<file path="src/rtl/lsu_bus_bridge.sv">
// rtl/lsu_bus_bridge.sv - load/store bridge from the core memory port to a valid/ready bus
// Optional LSU_MISALIGN_TRAP_EN: misaligned requests skip the bus and raise misaligned.
module lsu_bus_bridge #(
   parameter int unsigned TIMEOUT_CYCLES = 16,
   parameter logic [31:0] RESET_RDATA    = 32'h0000_0000
) (
   input  logic        clk,
   input  logic        reset,
   input  logic        mem_read,
   input  logic        mem_write,
   input  logic [2:0]  funct3,
   input  logic [31:0] addr,
   input  logic [31:0] wdata,
   output logic        stall,
   output logic [31:0] rdata,
   output logic        bus_fault,
`ifdef LSU_MISALIGN_TRAP_EN
   output logic        misaligned,
`endif
   output logic        bus_req,
   output logic        bus_we,
   output logic [31:0] bus_addr,
   output logic [3:0]  bus_be,
   output logic [31:0] bus_wdata,
   input  logic        bus_ready,
   input  logic [31:0] bus_rdata
);

   localparam logic [1:0] S_IDLE = 2'd0;
   localparam logic [1:0] S_BUS  = 2'd1;
   localparam logic [1:0] S_DONE = 2'd2;

   localparam logic [7:0] TIMEOUT_LIMIT = 8'(TIMEOUT_CYCLES);

   logic [1:0]  r_state;
   logic        r_bus_req;
   logic        r_bus_we;
   logic [31:0] r_bus_addr;
   logic [3:0]  r_bus_be;
   logic [31:0] r_bus_wdata;
   logic [31:0] r_rdata;
   logic        r_fault;
   logic [7:0]  r_cnt;
   logic [1:0]  r_off;
   logic [2:0]  r_funct3;

   logic        w_req;
   logic        w_is_byte;
   logic        w_is_half;
   logic [1:0]  w_off_al;
   logic [3:0]  w_be;
   logic [31:0] w_wdata;
   logic [7:0]  w_byte;
   logic [15:0] w_half;
   logic [31:0] w_load;
   logic [7:0]  w_cnt_next;
   logic        w_stall;
   logic        w_trap;

   assign w_req      = mem_read | mem_write;
   assign w_is_byte  = (funct3[1:0] == 2'b00);
   assign w_is_half  = (funct3[1:0] == 2'b01);
   assign w_cnt_next = r_cnt + 8'd1;

   // Lane offset with the low bits forced to the natural alignment of the access size.
   always_comb begin
      w_off_al = 2'b00;
      if (w_is_byte) begin
         w_off_al = addr[1:0];
      end else if (w_is_half) begin
         w_off_al = {addr[1], 1'b0};
      end
   end

`ifdef LSU_MISALIGN_TRAP_EN
   logic w_misalign;
   logic r_misaligned;

   assign w_misalign = w_is_half ? addr[0] : (!w_is_byte && (addr[1:0] != 2'b00));
   assign w_trap     = w_misalign;
   assign misaligned = r_misaligned;

   always_ff @(posedge clk or negedge reset) begin
      if (!reset) begin
         r_misaligned <= 1'b0;
      end else begin
         r_misaligned <= (r_state == S_IDLE) && w_req && w_misalign;
      end
   end
`else
   assign w_trap = 1'b0;
`endif

   always_comb begin
      w_be    = 4'b1111;
      w_wdata = wdata;
      if (mem_write) begin
         case (funct3[1:0])
            2'b00: begin
               w_be    = 4'b0001 << w_off_al;
               w_wdata = {4{wdata[7:0]}};
            end
            2'b01: begin
               w_be    = w_off_al[1] ? 4'b1100 : 4'b0011;
               w_wdata = {2{wdata[15:0]}};
            end
            default: begin
               w_be    = 4'b1111;
               w_wdata = wdata;
            end
         endcase
      end
   end

   always_comb begin
      w_byte = bus_rdata[7:0];
      case (r_off)
         2'd0:    w_byte = bus_rdata[7:0];
         2'd1:    w_byte = bus_rdata[15:8];
         2'd2:    w_byte = bus_rdata[23:16];
         default: w_byte = bus_rdata[31:24];
      endcase
      w_half = r_off[1] ? bus_rdata[31:16] : bus_rdata[15:0];
      case (r_funct3[1:0])
         2'b00:   w_load = r_funct3[2] ? {24'h0, w_byte} : {{24{w_byte[7]}}, w_byte};
         2'b01:   w_load = r_funct3[2] ? {16'h0, w_half} : {{16{w_half[15]}}, w_half};
         default: w_load = bus_rdata;
      endcase
   end

   always_comb begin
      case (r_state)
         S_IDLE:  w_stall = w_req;
         S_BUS:   w_stall = 1'b1;
         default: w_stall = 1'b0;
      endcase
   end

   // Reset forces stall low even while the core still presents a request.
   assign stall     = reset & w_stall;
   assign rdata     = r_rdata;
   assign bus_fault = r_fault;
   assign bus_req   = r_bus_req;
   assign bus_we    = r_bus_we;
   assign bus_addr  = r_bus_addr;
   assign bus_be    = r_bus_be;
   assign bus_wdata = r_bus_wdata;

   always_ff @(posedge clk or negedge reset) begin
      if (!reset) begin
         r_state     <= S_IDLE;
         r_bus_req   <= 1'b0;
         r_bus_we    <= 1'b0;
         r_bus_addr  <= 32'h0;
         r_bus_be    <= 4'h0;
         r_bus_wdata <= 32'h0;
         r_rdata     <= RESET_RDATA;
         r_fault     <= 1'b0;
         r_cnt       <= 8'h0;
         r_off       <= 2'b00;
         r_funct3    <= 3'b000;
      end else begin
         r_fault <= 1'b0;
         case (r_state)
            S_IDLE: begin
               if (w_req) begin
                  if (w_trap) begin
                     r_state <= S_DONE;
                  end else begin
                     r_state     <= S_BUS;
                     r_bus_req   <= 1'b1;
                     r_bus_we    <= mem_write;
                     r_bus_addr  <= {addr[31:2], 2'b00};
                     r_bus_be    <= w_be;
                     r_bus_wdata <= w_wdata;
                     r_off       <= w_off_al;
                     r_funct3    <= funct3;
                     r_cnt       <= 8'h0;
                  end
               end
            end
            S_BUS: begin
               if (bus_ready) begin
                  if (!r_bus_we) begin
                     r_rdata <= w_load;
                  end
                  r_bus_req <= 1'b0;
                  r_state   <= S_DONE;
               end else begin
                  r_cnt <= w_cnt_next;
                  if (w_cnt_next == TIMEOUT_LIMIT) begin
                     if (!r_bus_we) begin
                        r_rdata <= RESET_RDATA;
                     end
                     r_bus_req <= 1'b0;
                     r_fault   <= 1'b1;
                     r_state   <= S_DONE;
                  end
               end
            end
            default: begin
               r_state <= S_IDLE;
            end
         endcase
      end
   end

endmodule

</file>
<file path="config.mk">
export PLATFORM = sky130hd
export DESIGN_NAME = lsu_bus_bridge
export DESIGN_NICKNAME = d
export VERILOG_FILES = /design/src/rtl/lsu_bus_bridge.sv
export SDC_FILE = /design/constraint.sdc
export NUM_CORES = 1
export LEC_CHECK = 0
export ABC_AREA = 1
export CORE_ASPECT_RATIO = 2
export CORE_MARGIN = 2
export CORE_UTILIZATION = 40
export DETAILED_ROUTE_END_ITERATION = 8
export GPL_TIMING_DRIVEN = 0
export PLACE_DENSITY = 0.78
export SLEW_MARGIN = 25
export SYNTH_ARGS = -nofsm -noshare
export SYNTH_HDL_FRONTEND = slang
export SYNTH_SLANG_ARGS = --single-unit
export TNS_END_PERCENT = 1
</file>
<file path="constraint.sdc">
create_clock -name clk -period 2.7 [get_ports clk]
set_input_delay 0.405 -clock clk [delete_from_list [all_inputs] [get_ports clk]]
set_output_delay 0.405 -clock clk [all_outputs]
set_load 0.01 [all_outputs]
</file>
-- After elaboration in Yosys (flattened, before gate mapping)
Cells that the tools add are included.
- register bits: 116
- input port bits: 104
- logic and storage cells: 67
- output and inout bits: 104
- mux-type cells: 31
- bitwise logic cells: 3
- shift operators: 1
- equal/unequal tests: 9
- $add $sub $neg: 1
- reduce and logical (&&, ||, !) cells: 11
- operators by type and width (cell ; count):
    $mux W32 ; 7
    $pmux W32 S2 ; 2
    $pmux W8 S3 ; 1
    $mux W16 ; 1
    $mux W8 ; 2
    $pmux W8 S2 ; 1
    $mux W2 ; 5
    $reduce_and A3 Y1 ; 3
    $add A8 B1 Y8 const B ; 1
    $eq A2 B1 Y1 const B ; 4
    $eq A8 B5 Y1 const B ; 1
    $logic_not A2 Y1 ; 4
    $mux W4 ; 2
    $pmux W4 S2 ; 1
    $mux W1 ; 6
    $ne A2 B2 Y1 const B ; 2
    $pmux W1 S2 ; 2
    $pmux W2 S2 ; 1
    $reduce_and A2 Y1 ; 2
    $reduce_bool A2 Y1 ; 2
    $shl A1 B2 Y4 const A ; 1
    $ne A3 B3 Y1 const B ; 1
    $eq A2 B2 Y1 const B ; 1
    $and A1 B1 Y1 ; 1
    2 further kinds ; 2

-- Longest topological paths before layout
- depth after elaboration: 6
- mapped depth: 14
- mapped depth without buffers: 13

-- Worst setup path after synthesis
No wires, ideal clock.
- kind: in2out
- start point: input port mem_write
- end point: output port stall
- arrival time: 1.319 ns
- stages on the path: 4
- buffers on the path: 2
- data required time: 2.295 ns
- slack: 0.976 ns
- path through: buf_2 -> o21ai_1 -> clkbuf_1 -> a21boi_0
- cells in the longest elaborated chain, start to end: 3
- ends and longest elaborated chain (item ; line ; text):
    start, declared ; 10 ; input logic mem_write,
    $or A1 B1 Y1 ; 60 ; assign w_req = mem_read | mem_write;
    $pmux W1 S2 ; 132 ; case (r_state)
    $and A1 B1 Y1 ; 140 ; assign stall = reset & w_stall;
    end, declared ; 14 ; output logic stall,
Every way passes these cells.

-- Final worst setup path
- start point: register r_state[1]
- end point: output port stall
- cells in the longest elaborated chain, start to end: 3
- elaborated cells on any way between the ends: 4
- classes of those cells: 1 x eq/ne; 1 x mux; 1 x bitwise; 1 x reduce/logical
- ends and longest elaborated chain (item ; line ; text):
    start, declared ; 35 ; logic [1:0] r_state;
    start signal, assigned ; 151 ; r_state <= S_IDLE;
    start signal, assigned ; 168 ; r_state <= S_DONE;
    start signal, assigned ; 170 ; r_state <= S_BUS;
    $eq A2 B1 Y1 or $logic_not A2 Y1 (tied branches) ; 132 ;
    $pmux W1 S2 (*) ; 132 ;
    $and A1 B1 Y1 (*) ; 140 ;
Mark *: on every way between the ends. The rest lies on a longest branch, timed or not.

==> results.sh <==
export IMPL_drc_errors=0
export IMPL_fillers=1329
export IMPL_timing_hold_ws_ns=-0.0184
export IMPL_htreeDepth=4
export IMPL_max_freq_ghz=0.384
export IMPL_fp_dieH_um=175
export IMPL_worstPathMaxFanout=10
export IMPL_clock_sinks=116
export IMPL_min_path_type="input port to asynchronous set/reset pin"
export IMPL_placed_cell_area_um2=8180
export IMPL_yosys_area_share_simple=0.315
export IMPL_multi_input_area_um2=2480
export IMPL_synth_edff_count=0
export IMPL_antenna_found_initial=0
export IMPL_setup_viol_count_final=0
export IMPL_reg2reg_depth=11
export IMPL_place_congestion=0.933
export IMPL_synthesis_area_um2=5870
export IMPL_fp_dieArea_um2=15700
export IMPL_syn_to_final_growth_pct=49.8
export IMPL_post_cts_setup_buffers=0
export IMPL_synth_mux_area_frac=0
export IMPL_cts_path_max_buffers=2
export IMPL_ys_warn_count=0
export IMPL_startpoint="r_state[1]"
export IMPL_worstReg2RegStart="r_cnt[0]"
export IMPL_synth_xor_area_share=0.00149
export IMPL_ant_nets=0
export IMPL_ys_top_cells_by_count="nand2_1, dfrtp_1, nor2_1"
export IMPL_required_ns=2.30
export IMPL_grt_pass1_vias=6318
export IMPL_cellPowerDensity_nw_per_um2=1120
export IMPL_cp_endpoint="stall"
export IMPL_port_buffers=203
export IMPL_leakagePower_nw=4.23
export IMPL_cts_tree="yes"
export IMPL_grt_ovfl_total=0
export IMPL_rsz0062_at_grt="false"
export IMPL_r2r_slack_ns=0.66
export IMPL_nets=1126
export IMPL_synthTopCellsByArea="dfrtp_1, nand2_1, nor2_1"
export IMPL_fp_row_count=62
export IMPL_synth_area_leader_cell="dfrtp_1"
export IMPL_drtIter0Drc=292
export IMPL_cp_start_kind="register"
export IMPL_finalClockSkew_ns=0.00946
export IMPL_irDropWorstVdd_mv=0.654
export IMPL_final_util=0.613
export IMPL_maxSlewViolCount=0
export IMPL_diodes=0
export IMPL_vias=6207
export IMPL_ys_async_sr_fraction=1.00
export IMPL_path_class="register to output port"
export IMPL_violations="hold timing"
export IMPL_synth_compound_area_frac=0.0991
export IMPL_status="complete, but fails checks"
export IMPL_numCtsBuffers=17
export IMPL_min_period_ns=2.60
export IMPL_synth_seq_cells=116
export IMPL_end_kind="output port"
export IMPL_crit_arrival_ns=2.20
export IMPL_top_level_ports=208
export IMPL_final_cell_area_um2=8800
export IMPL_finalCritPeriodShare=0.964
export IMPL_grtUsageTotal=0.259
export IMPL_insertion_delay_ns=0.41
export IMPL_synth_top_family_by_area="simple AND/OR/NAND/NOR gates"
export IMPL_routed_wl_mm=19.8
export IMPL_drive_above_1_share=0.0640
export IMPL_viasPerCell=5.07
export IMPL_area_sequential_um2=2900
export IMPL_netlist_instances=794
export IMPL_core_um2=14400
export IMPL_ys_seq_area_frac=0.494
export IMPL_relSlewSlack=0.567
export IMPL_grt_max_degree=85
export IMPL_syn_avg_cell_area_um2=7.40
export IMPL_netlist_area_leader_share=0.494
export IMPL_yosys_cell_count_top_type="nand2_1"
export IMPL_cts_clk_slew_worst_paths_ns=0.06
export IMPL_synth_distinct_cells=32
export IMPL_synth_fa_ha_area_frac=0.00426
export IMPL_ys_flop_type="dfrtp_1"
export IMPL_die_x_um=89.7
export IMPL_wl_per_cell_um=16.2
export IMPL_start_util=0.409
export IMPL_grt_pass1_wl_mm=31.1
export IMPL_drt_pass1_iter_count=5
export IMPL_worstMarginPinSlew_ns=0.644
export IMPL_hold_viol_final=8
export IMPL_r2r_end="rdata[7]"
export IMPL_hpwlAfterDp_mm=15.2
export IMPL_drv_cap=0
export IMPL_clockRootBuffer="clkbuf_16"
-- what timing repair did --
| action | 4_1_cts | 5_1_grt |
|---|---|---|
| cloned | 0 | 0 |
| hold buffers | 2 | 0 |
| endpoints found under the hold margin | 33 | 0 |
| endpoints found under the setup margin | 1 | 1 |
| pin swaps | 0 | 0 |
| resized for setup | 2 | 3 |
-- critical path, stage by stage, from the launching register on --
cell             delay [ns]
dfrtp_1                0.41
nor2_2                 0.22
o21ai_2                0.13
clkbuf_4               0.22
a21boi_0               0.23
clkdlybuf4s50_1        0.59
-- logic make-up (layout without fill, tap and decap cells) --
| kind of cell | after synthesis | count (layout) |
|---|---|---|
| AO/OA/AOI/OAI | 110 | 110 |
| XOR/XNOR | 1 | 1 |
| adder cells (fa/ha/maj) | 2 | 2 |
| buffers and inverters | 118 | 355 |
| flip-flops | 116 | 116 |
| other | 1 | 2 |
| AND/OR/NAND/NOR | 446 | 446 |
-- area by class of cell --
cell class	instances	area share
flip-flops and latches	116	0.330
multi-input cells	561	0.282
repair buffers	206	0.238
clock buffers	17	0.0483
inverters	71	0.0303
well taps	192	0.0273
plain buffers	47	0.0269
clock inverters	14	0.0173
-- report_power, final --
part,internal [mW],switching (mW),leakage [nW]
Clock,1.36,0.857,0.273
Sequential,2.49,0.446,1.43
Combinational,2.12,2.62,2.52
Total,5.98,3.92,4.23
-- worst min path at each step --
stage                     startpoint      endpoint  slack [ns]  depth (start not counted)
after floorplan                reset  bus_addr[10]        0.11                          0
after global placement      rdata[6]      rdata[6]        0.46                          2
after detailed placement       reset  bus_addr[22]        0.29                          1
after CTS                      reset     rdata[15]        0.01                          2
after global routing           reset     rdata[13]        0.03                          2
final                          reset     rdata[13]       -0.02                          2
-- cells in the final DEF, fill, tap and decap left out, drive strengths merged, types with 4 or more instances in the layout --
| cell type | n |
|---|---|
| nand2 | 290 |
| clkdlybuf4s50 | 202 |
| dfrtp | 116 |
| nor2 | 85 |
| inv | 68 |
| a21oi | 50 |
| clkbuf | 43 |
| o21ai | 40 |
| nand3 | 37 |
| nand4 | 33 |
| buf | 24 |
| clkinv | 11 |
| a31oi | 10 |
| o22ai | 6 |
| clkinvlp | 4 |
-- flip-flops by register name, summed over array words and instances (netlist names) --
signal	count
bus_req	1
bus_addr	30
r_off	2
bus_wdata	32
rdata	32
r_cnt	8
bus_we	1
bus_fault	1
bus_be	4
r_state	2
r_funct3	3
-- stage by stage --
step / power (mW) / cells / setup TNS, ns / setup slack [ns]
after floorplan: 5.28 / 795 / 0 / 0.976
after detailed placement: 7.67 / 1191 / 0 / 0.00768
after global routing: 10.6 / 1224 / 0 / 0.0102
after global placement: 7.58 / 1190 / -391.86 / -3.43
final: 9.90 / 1224 / 0 / 0.0971
after CTS: 9.95 / 1224 / 0 / 0.00193
-- routing by layer --
layer | GRT usage | vias up | part of all wire | wire length (µm)
li1 | - | 2977 | - | -
met1 | 0.262 | 2869 | 0.33 | 6580
met2 | 0.476 | 279 | 0.55 | 11000
met3 | 0.0395 | 82 | 0.057 | 1130
met4 | 0.145 | 0 | 0.059 | 1170
met5 | 0 | - | 0 | 0
No activity file was read; power rests on OpenSTA's default activity.
